==> config.mk <==
export PLATFORM = sky130hd
export DESIGN_NAME = sw_debounce2
export DESIGN_NICKNAME = d
export VERILOG_FILES = /design/src/rtl/sw_debounce2_pkg.sv /design/src/rtl/sw_debounce2_db_chan.sv /design/src/rtl/sw_debounce2.sv
export SDC_FILE = /design/constraint.sdc
export NUM_CORES = 1
export LEC_CHECK = 0
export BUFFER_PORTS_ARGS = -buffer_cell sky130_fd_sc_hd__buf_4
export CORE_MARGIN = 4
export CORE_UTILIZATION = 50
export DETAILED_ROUTE_END_ITERATION = 16
export GPL_TIMING_DRIVEN = 0
export PLACE_DENSITY = 0.63
export SYNTH_ARGS = -nofsm -noshare
export SYNTH_HDL_FRONTEND = slang
export SYNTH_SLANG_ARGS = --single-unit
==> constraint.sdc <==
create_clock -name clk -period 4.6 [get_ports clk]
set_clock_uncertainty 0.15 [all_clocks]
set_input_delay 1.38 -clock clk [delete_from_list [all_inputs] [get_ports clk]]
set_output_delay 1.38 -clock clk [all_outputs]
set_load 0.01 [all_outputs]
==> src/rtl/sw_debounce2_pkg.sv <==
// sw_debounce2_pkg: default debounce length and counter width shared by the debouncer files
package sw_debounce2_pkg;
    localparam int DEF_DB_CYCLES = 4;
    localparam int DEF_CNT_W     = 16;
endpackage

==> src/rtl/sw_debounce2_db_chan.sv <==
// db_chan: one switch channel (2-flop synchronizer, debounce counter, debounced level and rise pulse)
module db_chan
    import sw_debounce2_pkg::*;
#(
    parameter int DB_CYCLES = DEF_DB_CYCLES,
    parameter int CNT_W     = DEF_CNT_W
) (
    input  logic clk,
    input  logic rst,
    input  logic raw,
    output logic x,
    output logic rise,
    output logic tgl
);
    logic             s1, s2;
    logic [CNT_W-1:0] cnt;
    logic             diff, fire;
    assign diff = s2 != x;
    assign fire = diff && cnt == CNT_W'(DB_CYCLES - 1);
    // any agreement between s2 and x restarts the count, so short excursions never accumulate
    always_ff @(posedge clk) begin
        if (rst) begin
            s1   <= 1'b0;
            s2   <= 1'b0;
            cnt  <= '0;
            x    <= 1'b0;
            rise <= 1'b0;
            tgl  <= 1'b0;
        end else begin
            s1   <= raw;
            s2   <= s1;
            cnt  <= (diff && !fire) ? cnt + 1'b1 : '0;
            x    <= fire ? s2 : x;
            rise <= fire & s2;
            tgl  <= fire;
        end
    end
endmodule

==> src/rtl/sw_debounce2.sv <==
// sw_debounce2: two independent debounced switch channels with a shared change pulse
module sw_debounce2
    import sw_debounce2_pkg::*;
#(
    parameter int DB_CYCLES = DEF_DB_CYCLES,
    parameter int CNT_W     = DEF_CNT_W
) (
    input  logic clk,
    input  logic rst,
    input  logic sw1_in,
    input  logic sw2_in,
    output logic x1,
    output logic x2,
    output logic x1_rise,
    output logic x2_rise,
    output logic changed
);
    logic t1, t2;
    db_chan #(.DB_CYCLES(DB_CYCLES), .CNT_W(CNT_W)) u_ch1 (
        .clk  (clk),
        .rst  (rst),
        .raw  (sw1_in),
        .x    (x1),
        .rise (x1_rise),
        .tgl  (t1)
    );
    db_chan #(.DB_CYCLES(DB_CYCLES), .CNT_W(CNT_W)) u_ch2 (
        .clk  (clk),
        .rst  (rst),
        .raw  (sw2_in),
        .x    (x2),
        .rise (x2_rise),
        .tgl  (t2)
    );
    // both toggle pulses are registered in the same cycle, so simultaneous toggles merge into one pulse
    assign changed = t1 | t2;
endmodule
After elaboration in Yosys (flattened, before gate mapping)
Index checks and enable logic that the tools add are counted.
{"block": "word_totals", "ff_bits": 42, "input_bits": 4, "output_inout_bits": 5, "wordCells": 31}
{"block": "op_classes", "addsub": 2, "n_eq_ne": 4, "n_bitwise": 5, "n_reduce_logical": 8}
{"operator": "$add 16x1->16 const B", "count": 2}
{"operator": "$eq 16x2->1 const B", "count": 2}
{"operator": "$logic_and 1x1->1", "count": 4}
{"operator": "$reduce_or 2->1", "count": 2}
{"operator": "$and 1x1->1", "count": 2}
{"operator": "$logic_not 1->1", "count": 2}
{"operator": "$ne 1x1->1", "count": 2}
{"operator": "$not 1->1", "count": 2}
{"operator": "$or 1x1->1", "count": 1}

Depth between registers and ports, before layout
{"block": "depth", "depth_word": 6, "depth_mapped": 6, "mapped_depth_nobuf": 5}

By module
From an unflattened synthesis, not the netlist that was laid out.
{"block": "hier_totals", "cells_unflattened": 195, "area_unflattened_um2": 1793.0}
{"module": "db_chan", "instances": 2, "cells_each": 97, "area_per_inst_um2": 893.4, "seq_area_each_um2": 420.4}
{"module": "sw_debounce2", "instances": 1, "cells_each": 1, "area_per_inst_um2": 6.3, "seq_area_each_um2": 0.0}

Worst setup path after synthesis
Ideal clock, no wire load.
{"block": "synth_timing", "path_type": "input to register", "startpoint": "input port rst", "endpoint": "register u_ch2.cnt[10]", "setup_ps": 115, "t_arrival_ps": 2093, "required_ps": 4335, "setup_slack_ps": 2242, "stages": 5, "path_buffers": 2, "path_cell_list": "clkbuf_1 > nor2_1 > nand2_2 > buf_4 > nor2_1"}
{"block": "synth_via", "elab_chain_len": 1}
{"item": "start: declaration", "line_no": "sw_debounce2.sv:9", "source": "input logic rst,"}
{"item": "$reduce_or 2->1 (no line)"}
{"item": "end signal: assignment", "line_no": "sw_debounce2_db_chan.sv:32", "source": "cnt <= (diff && !fire) ? cnt + 1'b1 : '0;"}
{"item": "end: declaration", "line_no": "sw_debounce2_db_chan.sv:16", "source": "logic [CNT_W-1:0] cnt;"}
No other way between the ends.
A chain may end at the register's enable or synchronous reset.

Worst setup path in the final report
{"block": "layout_timing", "startpoint": "register u_ch2.tgl", "endpoint": "output port changed"}
{"block": "layout_via", "elab_chain_len": 1}
{"item": "start: declaration", "line_no": "sw_debounce2_db_chan.sv:13", "source": "output logic tgl"}
{"item": "start signal: assignment", "line_no": "sw_debounce2_db_chan.sv:35", "source": "tgl <= fire;"}
{"item": "$or 1x1->1", "line_no": "sw_debounce2.sv:36", "source": "assign changed = t1 | t2;"}
{"item": "end: declaration", "line_no": "sw_debounce2.sv:16", "source": "output logic changed"}
No other way between the ends.

==> qor.yml <==
run_status:
  status: "finished, final reports clean"
synth:
  seq_area_frac_synth: 0.457
  avgSynthCellArea_um2: 9.84
  syn_nets: 193
  synth_cells: 187
  ys_warn_count: 0
  netlist_area_um2: 1840
  ys_ff_latch: 42
  synthDistinctLibCells: 32
clocking:
  path_clk_slew_ns: 0.08
  insertion_delay_ns: 0.29
  clock-sinks: 42
  cts_buffer_depth: 2
  cts_hold_buf: 0
  ctsResizeCount: 0
  htreeDepth: 2
  tritoncts: "done"
  root_buffer: "clkbuf_8"
  postCtsSetupRepairBufs: 0
  cts_buffers: 5
sta:
  setup_viol: 0
  tns_ns: 0
  max_clock_freq_mhz: 392
  tightest_slew_ns: 0.454
  min_period_over_period: 0.554
  grt_setup_unrepaired: "no"
  max_slew_margin: 0.698
  finalWorstSetupSlack_ns: 2.05
  period_needed_ns: 2.55
  finalMaxSlewViolations: 0
  finalHoldViolCount: 0
cells_and_area:
  nFillCells: 313
  diodes: 0
  syn_to_final_growth_pct: 11.2
  drive_gt1_frac: 0.188
  fin_nets: 207
  fin_util: 0.594
  fin_cells: 248
global_route:
  grt_usage: 0.161
  grt_pass1_wl_mm: 5.51
  grt.overflow.total: 0
  antenna_found_initial: 0
  grt_pass1_vias: 1252
  grt_max_degree: 14
pwr:
  ir_drop_v: 0.000154
  total_power_mw: 0.622
  p_leak_nw: 0.658
  power_density_nw_per_um2: 304
floorplanning:
  pin_count: 9
  die_w_um: 68.7
  dieArea_um2: 4710
  rows: 21
  initial_core_util: 0.534
  dieHeight_um: 68.7
  coreArea_um2: 3440
run:
  cap_violations: 0
critical_path:
  crit_path_start_kind: "register"
  crit_arrival_ns: 1.02
  required_ns: 3.07
  critical_path.max_fanout: 1
  critPathKind: "register to primary output"
  crit_path_end_kind: "primary output"
placement:
  dp.cells: 240
  port_buffers: 7
  dp_hpwl_mm: 2.31
  pre_cts_ws_ns: 2.03
  place.gp.congestion: 0.782
min_path:
  min_path_type: "register to register"
routing:
  routed_wl_mm: 3.10
  wire_per_inst_um: 12.5
  drt_iter0_markers: 35
  dr.pass1.iters: 4
  vias: 1288
  vias_per_cell: 5.19
  drtAntennaViolNets: 0
  post-route-drc-count: 0
==> path summary, 6_finish.rpt <==
| kind | from | endpoint | slack, ns | cells past startpoint |
|---|---|---|---|---|
| max | u_ch2.tgl | changed | 2.05 | 2 |
| min | u_ch1.s1 | u_ch1.s2 | 0.29 | 1 |
| max reg2reg | u_ch2.cnt[0] | u_ch2.cnt[12] | 2.78 | 6 |
| min reg2reg | u_ch1.s1 | u_ch1.s2 | 0.29 | 1 |
==> kinds of logic (layout without fill, tap and decap cells) <==
kind of cell / Yosys count / count (layout) / synth area share
buf+inv: 8 / 23 / 0.0252
simple gates: 103 / 103 / 0.350
flops: 42 / 42 / 0.457
fa+ha+maj: 2 / 2 / 0.0136
mux: 2 / 2 / 0.0109
xor+xnor: 30 / 30 / 0.143
==> flip-flops by register name, summed over array words and instances, names as in the netlist <==
signal / count
u_ch1.cnt: 16
u_ch1.rise: 1
u_ch1.s1: 1
u_ch1.s2: 1
u_ch1.tgl: 1
u_ch1.x: 1
u_ch2.cnt: 16
u_ch2.rise: 1
u_ch2.s1: 1
u_ch2.s2: 1
u_ch2.tgl: 1
u_ch2.x: 1
==> per-layer routing <==
metal	part of all wire	track usage
met1	0.45	0.183
met2	0.50	0.272
met3	0.029	0.0535
met4	0.020	0.0744
met5	0	0
==> power breakdown <==
group	total, mW	leakage [nW]	switching, mW	internal [mW]
clock	0.246	0.0472	0.126	0.121
sequential	0.367	0.339	0.00133	0.365
combinational	0.00864	0.271	0.00494	0.00370
==> worst max-delay path, stage by stage (launching register included) <==
cell     delay, ns
dfxtp_1       0.30
or2_2         0.28
buf_4         0.15
==> cells in the mapped netlist (all sizes together) <==
library cell  number  area share
and4               4       0.019
nor4b              2       0.021
clkbuf             1      0.0020
xor2               8       0.038
dfxtp             42        0.46
mux2i              2       0.011
nand2              9       0.021
nor4              11       0.058
and3               2      0.0068
buf                4       0.017
or2                1      0.0034
nand4             10       0.049
and4b              1      0.0054
inv                3      0.0061
nor3               9       0.030
nand3              9       0.034
xnor2             22        0.10
ha                 2       0.014
nor2              38       0.079
nor2b              4       0.014
and2               3       0.010
==> area by class of cell <==
class / count / area, um2 / share of cell area
multi-input cells: 137 / 952 / 0.466
flip-flops and latches: 42 / 841 / 0.411
clock buffers: 6 / 82.6 / 0.0404
well taps: 46 / 57.6 / 0.0282
repair buffers: 7 / 52.6 / 0.0257
plain buffers: 5 / 35.0 / 0.0171
clock inverters: 2 / 12.5 / 0.00612
inverters: 3 / 11.3 / 0.00551
==> layout by cell type, fill, tap and decap left out, types with 3 or more instances in the layout <==
cell and instances:
and2_1 3, and4_1 4, buf_4 9, clkbuf_8 6, dfxtp_1 42, inv_1 3, nand2_1 7, nand3_1 7
nand4_1 7, nor2_1 37, nor2b_1 4, nor3_1 7, nor4_1 5, nor4_2 6, xnor2_1 22, xor2_1 8
==> metrics by stage <==
| stage | cell area [um2] | hold slack [ns] |
|---|---|---|
| 2_1_floorplan | 1840 | 0.264 |
| 3_3_place_gp | 1950 | 0.270 |
| 3_5_place_dp | 1950 | 0.274 |
| 4_1_cts | 2040 | 0.293 |
| 5_1_grt | 2040 | 0.311 |
| 6_report | 2040 | 0.291 |
No activity file was read; power rests on OpenSTA's default activity.
